File: src/rtl/vga_timing_gen.sv
`timescale 1ns/1ps
`default_nettype none
// ============================================================================
//  Module      : vga_timing_gen
//  Description : Parametrised raster timing generator. Produces horizontal and
//                vertical position counters, blanking, sync, display enable,
//                and line/frame start strobes for any video mode set by
//                parameters. A pixel-enable input lets the generator run from
//                a clock faster than the pixel rate.
//  Optional    : define VGA_TIMING_FRAME_CNT_EN to add the 16-bit frame_cnt
//                output, which counts completed frames.
//  Ports       :
//      pclk        in   1      pixel clock, rising edge
//      reset_n     in   1      asynchronous reset, active-low
//      ce          in   1      pixel enable; counters advance only when 1
//      restart     in   1      synchronous jump to (0,0), ignores ce
//      hcount      out  CNT_W  horizontal position 0..H_TOTAL-1
//      vcount      out  CNT_W  vertical position 0..V_TOTAL-1
//      hblnk       out  1      horizontal blanking
//      vblnk       out  1      vertical blanking
//      hsync       out  1      horizontal sync (asserted level H_POL)
//      vsync       out  1      vertical sync (asserted level V_POL)
//      de          out  1      display enable (not blanked)
//      line_start  out  1      high while hcount == 0
//      frame_start out  1      high while hcount == 0 and vcount == 0
//      frame_cnt   out  16     completed-frame counter (optional)
//  Revision    : 1.0 - initial release
// ============================================================================
module vga_timing_gen #(
    parameter int   CNT_W    = 11,
    parameter int   H_ACTIVE = 1024,
    parameter int   H_FP     = 24,
    parameter int   H_SYNC   = 136,
    parameter int   H_BP     = 160,
    parameter int   V_ACTIVE = 768,
    parameter int   V_FP     = 3,
    parameter int   V_SYNC   = 6,
    parameter int   V_BP     = 29,
    parameter logic H_POL    = 1'b1,
    parameter logic V_POL    = 1'b1
) (
    input  logic             pclk,
    input  logic             reset_n,
    input  logic             ce,
    input  logic             restart,
    output logic [CNT_W-1:0] hcount,
    output logic [CNT_W-1:0] vcount,
    output logic             hblnk,
    output logic             vblnk,
    output logic             hsync,
    output logic             vsync,
    output logic             de,
    output logic             line_start,
    output logic             frame_start
`ifdef VGA_TIMING_FRAME_CNT_EN
    ,
    output logic [15:0]      frame_cnt
`endif
);

    // ------------------------------------------------------------------------
    // Derived timing constants
    // ------------------------------------------------------------------------
    localparam int H_TOTAL = H_ACTIVE + H_FP + H_SYNC + H_BP;
    localparam int V_TOTAL = V_ACTIVE + V_FP + V_SYNC + V_BP;

    localparam logic [CNT_W-1:0] c_ZERO     = '0;
    localparam logic [CNT_W-1:0] c_ONE      = CNT_W'(1);
    localparam logic [CNT_W-1:0] c_H_LAST   = CNT_W'(H_TOTAL - 1);
    localparam logic [CNT_W-1:0] c_V_LAST   = CNT_W'(V_TOTAL - 1);
    localparam logic [CNT_W-1:0] c_H_ACT    = CNT_W'(H_ACTIVE);
    localparam logic [CNT_W-1:0] c_V_ACT    = CNT_W'(V_ACTIVE);
    // Sync windows are held as first/last inclusive positions so the upper
    // bound always fits in CNT_W bits, even when a back porch of zero puts
    // the exclusive end at H_TOTAL == 2**CNT_W.
    localparam logic [CNT_W-1:0] c_HS_FIRST = CNT_W'(H_ACTIVE + H_FP);
    localparam logic [CNT_W-1:0] c_HS_LAST  = CNT_W'(H_ACTIVE + H_FP + H_SYNC - 1);
    localparam logic [CNT_W-1:0] c_VS_FIRST = CNT_W'(V_ACTIVE + V_FP);
    localparam logic [CNT_W-1:0] c_VS_LAST  = CNT_W'(V_ACTIVE + V_FP + V_SYNC - 1);

    // ------------------------------------------------------------------------
    // Elaboration-time legality checks
    // ------------------------------------------------------------------------
    generate
        if (CNT_W < 1 || CNT_W > 30) begin : g_err_cnt_w
            $error("vga_timing_gen: CNT_W must be in 1..30");
        end
        if (H_ACTIVE < 1 || H_SYNC < 1 || H_FP < 0 || H_BP < 0) begin : g_err_h_param
            $error("vga_timing_gen: illegal horizontal timing parameters");
        end
        if (V_ACTIVE < 1 || V_SYNC < 1 || V_FP < 0 || V_BP < 0) begin : g_err_v_param
            $error("vga_timing_gen: illegal vertical timing parameters");
        end
        if (H_ACTIVE + H_FP + H_SYNC > H_TOTAL) begin : g_err_h_window
            $error("vga_timing_gen: hsync window extends beyond H_TOTAL");
        end
        if (V_ACTIVE + V_FP + V_SYNC > V_TOTAL) begin : g_err_v_window
            $error("vga_timing_gen: vsync window extends beyond V_TOTAL");
        end
        if ((H_TOTAL - 1) >= (1 << CNT_W)) begin : g_err_h_width
            $error("vga_timing_gen: CNT_W too narrow for H_TOTAL");
        end
        if ((V_TOTAL - 1) >= (1 << CNT_W)) begin : g_err_v_width
            $error("vga_timing_gen: CNT_W too narrow for V_TOTAL");
        end
    endgenerate

    // ------------------------------------------------------------------------
    // State registers
    // ------------------------------------------------------------------------
    logic [CNT_W-1:0] r_hcount;
    logic [CNT_W-1:0] r_vcount;
    logic             r_hblnk;
    logic             r_vblnk;
    logic             r_hsync;
    logic             r_vsync;
    logic             r_de;
    logic             r_line_start;
    logic             r_frame_start;

    // ------------------------------------------------------------------------
    // Next-position logic
    // ------------------------------------------------------------------------
    logic             w_h_wrap;
    logic             w_v_wrap;
    logic             w_load;
    logic [CNT_W-1:0] w_h_next;
    logic [CNT_W-1:0] w_v_next;

    assign w_h_wrap = (r_hcount == c_H_LAST);
    assign w_v_wrap = (r_vcount == c_V_LAST);

    always_comb begin
        w_load   = 1'b0;
        w_h_next = r_hcount;
        w_v_next = r_vcount;
        if (restart) begin
            // restart outranks both ce and any wrap in progress
            w_load   = 1'b1;
            w_h_next = c_ZERO;
            w_v_next = c_ZERO;
        end else if (ce) begin
            w_load = 1'b1;
            if (w_h_wrap) begin
                w_h_next = c_ZERO;
                w_v_next = w_v_wrap ? c_ZERO : (r_vcount + c_ONE);
            end else begin
                w_h_next = r_hcount + c_ONE;
            end
        end
    end

    // ------------------------------------------------------------------------
    // Flag decode from the next position, so every registered flag lines up
    // with the counter value it describes.
    // ------------------------------------------------------------------------
    logic w_hblnk;
    logic w_vblnk;
    logic w_hs_win;
    logic w_vs_win;
    logic w_hsync;
    logic w_vsync;
    logic w_de;
    logic w_line_start;
    logic w_frame_start;

    always_comb begin
        w_hblnk       = (w_h_next >= c_H_ACT);
        w_vblnk       = (w_v_next >= c_V_ACT);
        w_hs_win      = (w_h_next >= c_HS_FIRST) && (w_h_next <= c_HS_LAST);
        w_vs_win      = (w_v_next >= c_VS_FIRST) && (w_v_next <= c_VS_LAST);
        w_hsync       = w_hs_win ? H_POL : ~H_POL;
        w_vsync       = w_vs_win ? V_POL : ~V_POL;
        w_de          = ~w_hblnk & ~w_vblnk;
        w_line_start  = (w_h_next == c_ZERO);
        w_frame_start = w_line_start && (w_v_next == c_ZERO);
    end

    always_ff @(posedge pclk or negedge reset_n) begin
        if (!reset_n) begin
            r_hcount      <= c_ZERO;
            r_vcount      <= c_ZERO;
            r_hblnk       <= 1'b0;
            r_vblnk       <= 1'b0;
            r_hsync       <= ~H_POL;
            r_vsync       <= ~V_POL;
            r_de          <= 1'b1;
            r_line_start  <= 1'b1;
            r_frame_start <= 1'b1;
        end else if (w_load) begin
            r_hcount      <= w_h_next;
            r_vcount      <= w_v_next;
            r_hblnk       <= w_hblnk;
            r_vblnk       <= w_vblnk;
            r_hsync       <= w_hsync;
            r_vsync       <= w_vsync;
            r_de          <= w_de;
            r_line_start  <= w_line_start;
            r_frame_start <= w_frame_start;
        end
    end

    assign hcount      = r_hcount;
    assign vcount      = r_vcount;
    assign hblnk       = r_hblnk;
    assign vblnk       = r_vblnk;
    assign hsync       = r_hsync;
    assign vsync       = r_vsync;
    assign de          = r_de;
    assign line_start  = r_line_start;
    assign frame_start = r_frame_start;

`ifdef VGA_TIMING_FRAME_CNT_EN
    // ------------------------------------------------------------------------
    // Frame counter: steps only on a natural end-of-frame wrap, never on
    // restart, so software can tell forced resyncs from real frames.
    // ------------------------------------------------------------------------
    logic [15:0] r_frame_cnt;
    logic        w_frame_wrap;

    assign w_frame_wrap = ce & ~restart & w_h_wrap & w_v_wrap;

    always_ff @(posedge pclk or negedge reset_n) begin
        if (!reset_n) begin
            r_frame_cnt <= 16'h0000;
        end else if (w_frame_wrap) begin
            r_frame_cnt <= r_frame_cnt + 16'h0001;
        end
    end

    assign frame_cnt = r_frame_cnt;
`endif

endmodule
`default_nettype wire

File: config.mk
export PLATFORM = sky130hd
export DESIGN_NAME = vga_timing_gen
export DESIGN_NICKNAME = d
export VERILOG_FILES = /design/src/rtl/vga_timing_gen.sv
export SDC_FILE = /design/constraint.sdc
export NUM_CORES = 1
export LEC_CHECK = 0
export ABC_AREA = 1
export BUFFER_PORTS_ARGS = -buffer_cell sky130_fd_sc_hd__clkbuf_2
export CORE_MARGIN = 2
export CORE_UTILIZATION = 60
export CTS_BUF_LIST = sky130_fd_sc_hd__clkbuf_2 sky130_fd_sc_hd__clkbuf_4 sky130_fd_sc_hd__clkbuf_8
export DETAILED_ROUTE_END_ITERATION = 10
export PLACE_DENSITY = 0.9
export SLEW_MARGIN = 25
export SYNTH_ARGS = -nofsm -noshare
export SYNTH_HDL_FRONTEND = slang
export SYNTH_SLANG_ARGS = --single-unit
File: constraint.sdc
create_clock -name pclk -period 5.2 [get_ports pclk]
set_input_delay 0.26 -clock pclk [delete_from_list [all_inputs] [get_ports pclk]]
set_output_delay 0.26 -clock pclk [all_outputs]
set_load 0.01 [all_outputs]
==> summary.md, run 1 <==
| Metric | Value |
|---|---|
| # rows | `20` |
| Number of max-cap violations | `0` |
| Pre-CTS setup slack | `3151 ps` |
| Antenna violations before repair | `0` |
| Post-synthesis mux area share | `0` |
| Hold violation total from the final report | `0` |
| Chain of cells forming the critical path | `ha_1, nand3_1, nor2_1, nand2_2, o21bai_2, nor2_1, nor2_2, nor2_2, nor2_2, nand3_1, nand2_1` |
| Cell accounting for the most synthesized area | `sky130_fd_sc_hd__dfrtp_1` |
| Placeable core region | `3078 µm²` |
| H-tree depth reported by CTS | `1` |
| Synth Area in Adders | `0.01922` |
| Routability congestion estimate | `1.009` |
| Nature of the critical path endpoint | `register` |
| Cell type with the highest occurrence count on the critical path | `sky130_fd_sc_hd__nor2_2` |
| Cell Int Power | `276.1 µW` |
| Launching element of the worst setup path | `hcount[0]` |
| Overall via count from detail_route | `2,015` |
| Total of flip-flops plus latches after synthesis | `28` |
| Total Routing Usage GR | `0.2994` |
| Share of the synthesized area in the top cell type | `0.3203` |
| Die X | `61.06 µm` |
| Pins over their slew limit | `0` |
| Combinational family with the most area after synthesis | `simple AND/OR/NAND/NOR gates` |
| Total clock sinks | `28` |
| Minimum clock period | `2039 ps` |
| Switching share of power | `0.2445` |
| Setup TNS | `0 ps` |
| Prevailing post-synth register cell | `sky130_fd_sc_hd__dfrtp_1` |
| Cells taking the most area after synthesis | `sky130_fd_sc_hd__dfrtp_1, sky130_fd_sc_hd__nand2_1, sky130_fd_sc_hd__nand3_1` |
| Number of synthesis warnings | `0` |
| Antenna Diode Count | `0` |
| Area fraction in and, or, nand and nor cells after synthesis | `0.4683` |
| Worst setup SP type | `register` |
| Remaining max-slew budget at the tightest pin | `0.4795` |
| Worst R2R End | `de` |
| Routed vias/inst | `5.331` |
| Worst reg2reg startpoint | `hcount[0]` |
| Count of TritonRoute iterations in the first routing pass | `5` |
| Share of final-layout standard cells stronger than drive strength 1 | `0.1886` |
| Cells on worst reg2reg path | `11` |
| Post-synthesis average cell area | `6.532 µm²` |
| Clock tree root buffer cell | `sky130_fd_sc_hd__clkbuf_4` |
| Synth Area in Compound Gates | `0.04805` |
| Sw Pwr | `89.33 µW` |
| Initial standard-cell utilization of the core | `0.6346` |
| Final Routed Wirelength | `4784 µm` |
| CP max-delay cell | `sky130_fd_sc_hd__dfrtp_1` |
| Transition time of the tightest slew-check pin | `777.8 ps` |
| Average wire length per cell after detail routing | `12.66 µm` |
| Half-perimeter wire length of the detailed placement result | `3738 µm` |
| Insertion delay to the later sink of the worst-skew pair | `340 ps` |
| Worst path required time | `5490 ps` |
| Net count of the mapped netlist | `306` |
| Setup-violating endpoint count in the final report | `0` |
| Total number of nets in the final design | `342` |
| Final worst clock skew | `6.767 ps` |
| PnR Total Power | `365.4 µW` |
| Vertical extent of the die | `61.06 µm` |
| Largest net degree at the start of global routing | `29` |
| Max IR drop VDD | `128.6 µV` |
| Leakage power | `0.001275 µW` |
| Violation count after the first detailed-route iteration | `131` |
| Count leader, synth | `sky130_fd_sc_hd__nand2_1` |
| Post-synth EDFFs | `0` |
| Vias in the first global route | `1,838` |
| Layout overhead on the synthesized area | `12.81%` |
| Power density cells | `165.9 nW/µm²` |
| Fraction of the yosys area taken by sequential cells | `0.3607` |
| Part of the power in the clock network | `0.296` |
| Fmax achieved | `0.4903 GHz` |
| Fraction of registers with async set or reset after synthesis | `1.000` |
| Crit path max fanout | `5` |
| Cell count after synthesis | `299` |
| First-pass GRT wire length | `8217 µm` |
| Power share of the sequential group | `0.623` |
| DRC errors left | `0` |
| Final Cycle Share | `0.3922` |
| Clock slew at the register clock pins of the worst setup and hold paths | `150 ps` |
| RSZ-0062 raised after global routing | `no` |
| Maximum single-stage delay on the critical path | `460 ps` |
| Detail Route Antenna Nets | `0` |
| Resize count post-CTS | `0` |
| Final critical-path setup slack | `3161 ps` |
| Register-to-register setup slack | `3160 ps` |
| Number of buffers created by CTS | `3` |
| Total overflow reported by the global router | `0` |
| Full die area | `3728 µm²` |
| Worst setup path class | `reg2reg` |
| Count of input and output buffers | `32` |
| WP data arrival | `2330 ps` |
| Ranking of synthesized cells by instance count | `sky130_fd_sc_hd__nand2_1, sky130_fd_sc_hd__inv_1, sky130_fd_sc_hd__nor2_1` |
| Count of different cell masters after synthesis | `25` |
| Top-level port count | `33` |
| CTS tree | `yes` |
| Result of the run | `completed` |
| Combined area of all synthesized cells | `1953 µm²` |
| Count of fill cells added during filler insertion | `283` |
| Type of the most critical hold path | `in2reg` |
| Synthesized-area fraction occupied by xor and xnor cells | `0` |
| Buffer depth of the longest clock path | `2` |
| Capture point of the worst path | `de` |
| Comb power frac | `0.081` |
layout make-up:
type                            count  area (µm²)  share of cell area
Multi-Input combinational cell    218        1046              0.4747
Sequential cell                    28       704.4              0.3197
Inverter                           51       191.4             0.08688
Timing Repair Buffer               33       170.2             0.07723
Tap cell                           44       55.05             0.02499
Clock buffer                        4       36.28             0.01647
metal layers:
metal	wire (µm)	vias to the layer above	track usage	share of wire
met2	2239	73	0.4772	0.47
met3	247	14	0.03361	0.052
met5	0	-	0	0
met1	2195	922	0.4190	0.46
li1	-	1006	-	-
met4	102	0	0.1211	0.021
worst max-delay path: cells and delay by family, from the launching register on:
family,cells,cell delay [ps]
adders and majority gates,1,270
AOI/OAI and AO/OA,1,210
DFF,1,460
and+or+nand+nor,9,1050
worst min-delay path by stage:
stage | startpoint | endpoint | depth (start not counted)
6_report | restart | vcount[4] | 2
4_1_cts | restart | vcount[4] | 2
3_5_place_dp | reset_n | hcount[6] | 1
3_3_place_gp | reset_n | hcount[9] | 1
5_1_grt | restart | vcount[4] | 2
2_1_floorplan | reset_n | hcount[0] | 0
power by group through the flow:
stage                     registers (µW)  clock network (µW)  logic (µW)
final                                228                 108        29.8
after detailed placement             231                   0        29.4
after global routing                 228                 119        33.8
after global placement               231                   0        29.2
after floorplan                      233                   0        13.2
after CTS                            228                 111        30.2
timing repair:
item	4_1_cts	5_1_grt
endpoints found under the hold margin	25	0
setup buffers	0	0
hold buffers	1	0
through the flow:
stage | hold slack (ps) | area (µm²) | cells | util
6_report | 227.2 | 2203 | 378 | 0.7159
5_1_grt | 196.5 | 2203 | 378 | 0.7159
4_1_cts | 203.1 | 2203 | 378 | 0.7159
3_5_place_dp | 331.5 | 2157 | 373 | 0.7008
3_3_place_gp | 325.1 | 2157 | 373 | 0.7008
2_1_floorplan | -35.59 | 1953 | 299 | -
flip-flops by register name, summed over array words and instances (netlist names):
signal and flops:
line_start 1, hcount 11, vsync 1, hsync 1, vcount 11, de 1
vblnk 1, frame_start 1
layout by cell type, fill, tap and decap left out, drive strengths merged:
cell	n
nand2	96
inv	51
nor2	49
nand3	40
clkbuf	36
dfrtp	25
nand4	8
o21ai	7
a21oi	5
nor3	4
ha	3
dfstp	3
o21bai	2
nand3b	1
nor3b	1
o211ai	1
a21o	1
dlygate4sd3	1
logic make-up (layout without fill, tap and decap cells):
logic type               count (synthesis)  after routing
buffers and inverters                   53             88
adder cells (fa/ha/maj)                  3              3
AND/OR/NAND/NOR                        199            199
flip-flops                              28             28
AO/OA/AOI/OAI                           16             16
No activity file was read; power rests on OpenSTA's default activity.
==> run 2: changes to the inputs <==
--- a/config.mk
+++ b/config.mk
@@ -8,10 +8,10 @@
 export ABC_AREA = 1
 export BUFFER_PORTS_ARGS = -buffer_cell sky130_fd_sc_hd__clkbuf_2
 export CORE_MARGIN = 2
-export CORE_UTILIZATION = 60
+export CORE_UTILIZATION = 53
 export CTS_BUF_LIST = sky130_fd_sc_hd__clkbuf_2 sky130_fd_sc_hd__clkbuf_4 sky130_fd_sc_hd__clkbuf_8
 export DETAILED_ROUTE_END_ITERATION = 10
-export PLACE_DENSITY = 0.9
+export PLACE_DENSITY = 0.85
 export SLEW_MARGIN = 25
 export SYNTH_ARGS = -nofsm -noshare
 export SYNTH_HDL_FRONTEND = slang
==> constraint.sdc (replaced) <==
create_clock -name pclk -period 1.75 [get_ports pclk]
set_input_delay 0.0875 -clock pclk [delete_from_list [all_inputs] [get_ports pclk]]
set_output_delay 0.0875 -clock pclk [all_outputs]
set_load 0.01 [all_outputs]
==> run 2 against run 1 <==
Register-to-register slack got worse by 3300 ps. Maximum frequency increased by 6.5%. The flow now finishes with violations (setup timing). Hold slack got worse by 55 ps. Global-route usage increased by 0.33 points. Via count increased by 19%. Combinational power increased to 4.0 times the previous value.
==> summary.md, run 2 (same netlist as run 1, synthesis figures left out) <==
| Metric | Value |
|---|---|
| Total overflow reported by the global router | `0 (unchanged)` |
| Buffering stage count on the worst path with inverters included | `2 (+2)` |
| Count of fill cells added during filler insertion | `236 (-17%)` |
| Area taken by flip-flops and latches | `704.4 µm² (unchanged)` |
| Die X | `64.71 µm (+6.0%)` |
| Vias in the first global route | `2,253 (+23%)` |
| Final Routed Wirelength | `6610 µm (+38%)` |
| Launching element of the worst setup path | `hcount[0]` |
| Remaining max-slew budget at the tightest pin | `0.5481 (+0.06858)` |
| Overall via count from detail_route | `2,395 (+19%)` |
| Average wire length per cell after detail routing | `14.95 µm (+18%)` |
| Pins over their slew limit | `0 (unchanged)` |
| Commonest non-fill, non-tap cell in the layout | `sky130_fd_sc_hd__nand2_1` |
| Minimum clock period | `1915 ps (-124.6 ps)` |
| Result of the run | `complete, but fails checks` |
| Total Routing Usage GR | `0.3027 (+0.003290)` |
| Placeable core region | `3606 µm² (+17%)` |
| Cell type with the highest occurrence count on the critical path | `sky130_fd_sc_hd__nand2_2` |
| Worst reg2reg startpoint | `hcount[0]` |
| Nature of the critical path endpoint | `register` |
| Final Cycle Share | `1.094 (+0.7020)` |
| Number of buffers created by CTS | `3 (unchanged)` |
| Crit path max fanout | `4 (-1)` |
| Footprint of the multi-input gates | `1227 µm² (+17%)` |
| Insertion delay to the later sink of the worst-skew pair | `280 ps (-60 ps)` |
| Power density cells | `419.3 nW/µm² (+150%)` |
| Antenna violations before repair | `0 (unchanged)` |
| Half-perimeter wire length of the detailed placement result | `4417 µm (+18%)` |
| Routed vias/inst | `5.419 (+1.6%)` |
| Final critical-path setup slack | `-164.8 ps (-3325 ps)` |
| Worst path required time | `1960 ps (-3530 ps)` |
| Count of input and output buffers | `32 (unchanged)` |
| Count of TritonRoute iterations in the first routing pass | `5 (unchanged)` |
| Commonest cells after routing, fill and taps aside | `sky130_fd_sc_hd__nand2_1, sky130_fd_sc_hd__buf_4, sky130_fd_sc_hd__inv_1, sky130_fd_sc_hd__clkbuf_2, sky130_fd_sc_hd__nand3_1` |
| Hold violation total from the final report | `0 (unchanged)` |
| Maximum single-stage delay on the critical path | `430 ps (-30 ps)` |
| Full die area | `4187 µm² (+12%)` |
| Hold Path Stages | `2 (unchanged)` |
| CTS tree | `yes` |
| DRC errors left | `0 (unchanged)` |
| # rows | `22 (+10%)` |
| Type of the most critical hold path | `in2reg` |
| Total number of nets in the final design | `402 (+18%)` |
| First-pass GRT wire length | `9825 µm (+20%)` |
| Violated checks | `setup timing` |
| Worst R2R End | `vsync` |
| Routability congestion estimate | `0.9155 (-9.2%)` |
| Total clock sinks | `28 (unchanged)` |
| Leakage power | `0.001615 µW (+27%)` |
| Chain of cells forming the critical path | `ha_4, nand3_4, nor2_4, nand2_2, a21oi_2, nand2_2, buf_4, inv_2, nand2_2, nand3_2, nand2_1, o21ai_2` |
| Worst setup SP type | `register` |
| Top delay family on crit path | `simple AND/OR/NAND/NOR gates` |
| Clock slew at the register clock pins of the worst setup and hold paths | `100 ps (-50 ps)` |
| Cells on worst reg2reg path | `12 (+1)` |
| WP data arrival | `2130 ps (-200 ps)` |
| CP max-delay cell | `sky130_fd_sc_hd__dfrtp_1` |
| Number of standard cells in the final layout excluding fillers | `442 (+17%)` |
| Largest net degree at the start of global routing | `29 (unchanged)` |
| Vertical extent of the die | `64.71 µm (+6.0%)` |
| Startpoint of the tightest hold check path | `restart` |
| Total placed cells including tap cells | `429 (+15%)` |
| Antenna Diode Count | `0 (unchanged)` |
| Buffer depth of the longest clock path | `2 (unchanged)` |
| Setup-violating endpoint count in the final report | `7 (+7)` |
| Top-level port count | `33 (unchanged)` |
| Pre-CTS setup slack | `-249.1 ps (-3400 ps)` |
| Number of max-cap violations | `0 (unchanged)` |
| Violation count after the first detailed-route iteration | `138 (+5.3%)` |
| Initial standard-cell utilization of the core | `0.5416 (-0.09292)` |
| Final worst clock skew | `6.696 ps (-0.07120 ps)` |
| Detail Route Antenna Nets | `0 (unchanged)` |
| Transition time of the tightest slew-check pin | `677.8 ps (-100.0 ps)` |
| Setup TNS | `-693.9 ps (-693.9 ps)` |
| Share of final-layout standard cells stronger than drive strength 1 | `0.4213 (+0.2327)` |
| Worst min-delay path endpoint | `vcount[4]` |
| Register-to-register setup slack | `-160 ps (-3330 ps)` |
| Layout overhead on the synthesized area | `47.28%` |
| Worst setup path class | `reg2reg` |
| Clock tree root buffer cell | `sky130_fd_sc_hd__clkbuf_8` |
| PnR Total Power | `1206 µW (+230%)` |
| Fmax achieved | `0.5222 GHz (+6.5%)` |
| H-tree depth reported by CTS | `1 (unchanged)` |
| RSZ-0062 raised after global routing | `yes` |
| Max IR drop VDD | `384.6 µV (+200%)` |
run 2: worst max path at each step:
stage | cells past startpoint | to | slack (ps)
floorplan | 13 | frame_start | 9
global placement | 13 | frame_start | -190
detailed placement | 13 | frame_start | -250
CTS | 14 | vsync | -60
global route | 14 | vsync | -270
finish | 12 | vsync | -160
run 2: area by class of cell:
class | count | area share
clock buffers | 4 | 0.01914
inverters | 51 | 0.06742
multi-input cells | 218 | 0.4267
flip-flops and latches | 28 | 0.2449
well taps | 48 | 0.02088
repair buffers | 93 | 0.2210
run 2: power by group:
group / switching, µW / internal [µW]
combinational: 75.6 / 43.5
clock: 210 / 202
sequential: 10.7 / 665
total: 296 / 910
run 2: repair_timing:
item,4_1_cts,5_1_grt
pin swaps,16,16
setup buffers,6,2
setup endpoints to repair,7,11
endpoints found under the hold margin,25,0
hold buffers,1,0
gates cloned,0,0
gates resized for setup,26,31
run 2: per-stage QoR:
step	util	hold slack [ps]	cell area, µm²
detailed placement	0.7078	161.6	2552
finish	0.7977	172.6	2877
global placement	0.7078	153.5	2552
floorplan	-	-208.1	1953
global route	0.7977	172.8	2877
CTS	0.7679	153.2	2769
run 2: metal layers:
| metal | track usage | wire length [µm] |
|---|---|---|
| met5 | 0 | 0 |
| met1 | 0.3690 | 2590 |
| met3 | 0.04688 | 501 |
| met4 | 0.1090 | 254 |
| met2 | 0.5387 | 3263 |
==> run 3: changes to the inputs <==
--- a/config.mk
+++ b/config.mk
@@ -12,6 +12,7 @@
 export CTS_BUF_LIST = sky130_fd_sc_hd__clkbuf_2 sky130_fd_sc_hd__clkbuf_4 sky130_fd_sc_hd__clkbuf_8
 export DETAILED_ROUTE_END_ITERATION = 10
 export PLACE_DENSITY = 0.85
+export SKIP_LAST_GASP = 1
 export SLEW_MARGIN = 25
 export SYNTH_ARGS = -nofsm -noshare
 export SYNTH_HDL_FRONTEND = slang
==> run 3 against run 2 <==
The run still ends with setup timing left. Register-to-register slack hardly changed. Combinational power hardly changed. Clock-buffer cell count stayed put. Critical endpoint unchanged. Largest cell class unchanged.
==> summary.md, run 3 (same netlist as run 1, synthesis figures left out) <==
| Metric | Value |
|---|---|
| Remaining max-slew budget at the tightest pin | `0.5447 (-0.003372)` |
| Worst R2R End | `vsync` |
| Met2 routing resource usage after global routing | `0.5387 (unchanged)` |
| Total clock sinks | `28 (unchanged)` |
| Minimum clock period | `1913 ps (-1.747 ps)` |
| Count of TritonRoute iterations in the first routing pass | `5 (unchanged)` |
| Result of the run | `complete, but fails checks` |
| Total number of nets in the final design | `402 (unchanged)` |
| Switching share of power | `0.2441 (-0.001214)` |
| GRT met3 Usage | `0.04688 (unchanged)` |
| Crit path max fanout | `4 (unchanged)` |
| Met1 track utilization from global routing | `0.3690 (unchanged)` |
| Overall via count from detail_route | `2,394 (-0.042%)` |
| Total overflow reported by the global router | `0 (unchanged)` |
| Share of final-layout standard cells stronger than drive strength 1 | `0.4162 (-0.005076)` |
| Final Cycle Share | `1.093 (about the same)` |
| Footprint of the multi-input gates | `1222 µm² (-0.41%)` |
| Total Routing Usage GR | `0.3027 (unchanged)` |
| Worst setup SP type | `register` |
| Type of the most critical hold path | `in2reg` |
| Half-perimeter wire length of the detailed placement result | `4417 µm (unchanged)` |
| Pins over their slew limit | `0 (unchanged)` |
| Initial standard-cell utilization of the core | `0.5416 (unchanged)` |
| Number of standard cells in the final layout excluding fillers | `442 (unchanged)` |
| Antenna violations before repair | `0 (unchanged)` |
| Area taken by flip-flops and latches | `704.4 µm² (unchanged)` |
| Standard cell area after detailed placement | `2552 µm² (unchanged)` |
| Commonest non-fill, non-tap cell in the layout | `sky130_fd_sc_hd__nand2_1` |
| Fmax achieved | `0.5227 GHz (about the same)` |
| Worst setup path class | `reg2reg` |
| Cells on worst reg2reg path | `12 (unchanged)` |
| # rows | `22 (unchanged)` |
| Count of fill cells added during filler insertion | `238 (+0.85%)` |
| Cell type with the highest occurrence count on the critical path | `sky130_fd_sc_hd__nand2_2` |
| Vertical extent of the die | `64.71 µm (unchanged)` |
| Antenna Diode Count | `0 (unchanged)` |
| Hold violation total from the final report | `0 (unchanged)` |
| DRC errors left | `0 (unchanged)` |
| Leakage power | `0.001614 µW (about the same)` |
| Part of the power in the clock network | `0.340 (about the same)` |
| Hold Path Stages | `2 (unchanged)` |
| Setup-violating endpoint count in the final report | `8 (+1)` |
| Worst reg2reg startpoint | `hcount[0]` |
| Clock slew at the register clock pins of the worst setup and hold paths | `100 ps (about the same)` |
| Total placed cells including tap cells | `429 (unchanged)` |
| Register-to-register setup slack | `-160 ps (about the same)` |
| Die X | `64.71 µm (unchanged)` |
| Number of max-cap violations | `0 (unchanged)` |
| Violation count after the first detailed-route iteration | `145 (+5.1%)` |
| Maximum single-stage delay on the critical path | `430 ps (about the same)` |
| Commonest cells after routing, fill and taps aside | `sky130_fd_sc_hd__nand2_1, sky130_fd_sc_hd__buf_4, sky130_fd_sc_hd__inv_1, sky130_fd_sc_hd__clkbuf_2` |
| WP data arrival | `2130 ps (about the same)` |
| Worst path required time | `1970 ps (about the same)` |
| Full die area | `4187 µm² (unchanged)` |
| Insertion delay to the later sink of the worst-skew pair | `280 ps (about the same)` |
| Final Routed Wirelength | `6596 µm (-0.21%)` |
| Worst-case hold slack | `169.5 ps (-3.183 ps)` |
| Most Used Layer, Global Route | `met2` |
| H-tree depth reported by CTS | `1 (unchanged)` |
| Transition time of the tightest slew-check pin | `682.9 ps (+5.059 ps)` |
| Final critical-path setup slack | `-163.1 ps (+1.747 ps)` |
| Area of all placed cells without fillers | `2868 µm² (-0.30%)` |
| Largest net degree at the start of global routing | `29 (unchanged)` |
| Number of buffers created by CTS | `3 (unchanged)` |
| Violated checks | `setup timing` |
| Placeable core region | `3606 µm² (unchanged)` |
| Sw Pwr | `294.0 µW (-0.66%)` |
| CP max-delay cell | `sky130_fd_sc_hd__dfrtp_1` |
| Layout overhead on the synthesized area | `46.83%` |
| Routed vias/inst | `5.416 (about the same)` |
| Average wire length per cell after detail routing | `14.92 µm (-0.21%)` |
| Power density cells | `419.9 nW/µm² (+0.14%)` |
| First-pass GRT wire length | `9825 µm (unchanged)` |
| Routability congestion estimate | `0.9155 (unchanged)` |
| Comb power frac | `0.099 (about the same)` |
| Utilization after layout | `0.7953 (-0.002429)` |
| Max IR drop VDD | `384.7 µV (about the same)` |
| RSZ-0062 raised after global routing | `yes` |
| Final worst clock skew | `10.50 ps (+3.806 ps)` |
| Buffer depth of the longest clock path | `2 (unchanged)` |
| Count of input and output buffers | `32 (unchanged)` |
| Nature of the critical path endpoint | `register` |
| Chain of cells forming the critical path | `ha_4, nand3_4, nor2_4, nand2_2, a21oi_2, nand2_2, buf_4, inv_2, nand2_2, nand3_2, nand2_1, o21ai_2` |
| Setup TNS | `-720.1 ps (-26.17 ps)` |
| Worst min-delay path endpoint | `vcount[4]` |
| Vias in the first global route | `2,253 (unchanged)` |
| Startpoint of the tightest hold check path | `restart` |
| Detail Route Antenna Nets | `0 (unchanged)` |
| Power share of the sequential group | `0.561 (about the same)` |
| Clock tree root buffer cell | `sky130_fd_sc_hd__clkbuf_8` |
| Top-level port count | `33 (unchanged)` |
| Cell Int Power | `910.1 µW (about the same)` |
| CTS tree | `yes` |
| Top delay family on crit path | `simple AND/OR/NAND/NOR gates` |
| Buffering stage count on the worst path with inverters included | `2 (unchanged)` |
==> run 3: changes by cell type in the layout (fill, tap and decap cells not counted) <==
cell	previous run	this run
sky130_fd_sc_hd__nand2_2	12	11
sky130_fd_sc_hd__nor2_1	25	26
sky130_fd_sc_hd__buf_4	56	57
sky130_fd_sc_hd__nor2_2	15	14
sky130_fd_sc_hd__nand2_1	83	84
sky130_fd_sc_hd__buf_6	4	3
==> run 3: per-layer routing <==
metal	vias up	wire [µm]
met4	0	255
li1	1122	-
met1	1093	2543
met5	-	0
met2	151	3251
met3	28	546
==> run 3: worst register-to-register path, cell delays in order (launching register included) <==
cell	delay, ps
sky130_fd_sc_hd__dfrtp_1	430
sky130_fd_sc_hd__ha_4	190
sky130_fd_sc_hd__nand3_4	110
sky130_fd_sc_hd__nor2_4	190
sky130_fd_sc_hd__nand2_2	100
sky130_fd_sc_hd__a21oi_2	180
sky130_fd_sc_hd__nand2_2	100
sky130_fd_sc_hd__buf_4	140
sky130_fd_sc_hd__inv_2	50
sky130_fd_sc_hd__nand2_2	70
sky130_fd_sc_hd__nand3_2	100
sky130_fd_sc_hd__nand2_1	70
sky130_fd_sc_hd__o21ai_2	130
==> run 3: worst max-delay path by stage <==
stage | slack, ps | endpoint | from | depth (start not counted)
after CTS | -60 | frame_start | hcount[0] | 13
after detailed placement | -250 | frame_start | hcount[0] | 13
final | -160 | vsync | hcount[0] | 12
after global routing | -270 | vsync | hcount[0] | 14
after floorplan | 9 | frame_start | hcount[0] | 13
after global placement | -190 | frame_start | hcount[0] | 13
==> run 3: area by class of cell <==
| class | instances | share of cell area |
|---|---|---|
| Inverter | 51 | 0.06763 |
| Clock buffer | 4 | 0.01920 |
| Tap cell | 48 | 0.02094 |
| Multi-Input combinational cell | 218 | 0.4263 |
| Timing Repair Buffer | 93 | 0.2203 |
| Sequential cell | 28 | 0.2456 |
==> run 3: per-stage QoR <==
| step | total power (µW) | worst slack [ps] |
|---|---|---|
| 6_report | 1204 | -163.1 |
| 5_1_grt | 1237 | -271.2 |
| 4_1_cts | 1188 | -64.44 |
| 3_5_place_dp | 786.0 | -249.1 |
| 3_3_place_gp | 783.2 | -193.8 |
| 2_1_floorplan | 731.3 | 9.486 |
==> run 3: timing repair <==
action | 4_1_cts | 5_1_grt
resized for setup | 26 | 28
endpoints found under the setup margin | 7 | 11
buffers inserted | 6 | 2
hold buffers | 1 | 0
hold endpoints to repair | 25 | 0
pin swaps | 15 | 15
gates cloned | 0 | 0
==> run 3: power groups by stage <==
stage                     clock network (µW)  logic [µW]  registers [µW]
after global routing                     427         133             677
after global placement                     0        98.3             685
final                                    410         119             675
after CTS                                404         110             675
after floorplan                            0        39.1             692
after detailed placement                   0         102             684
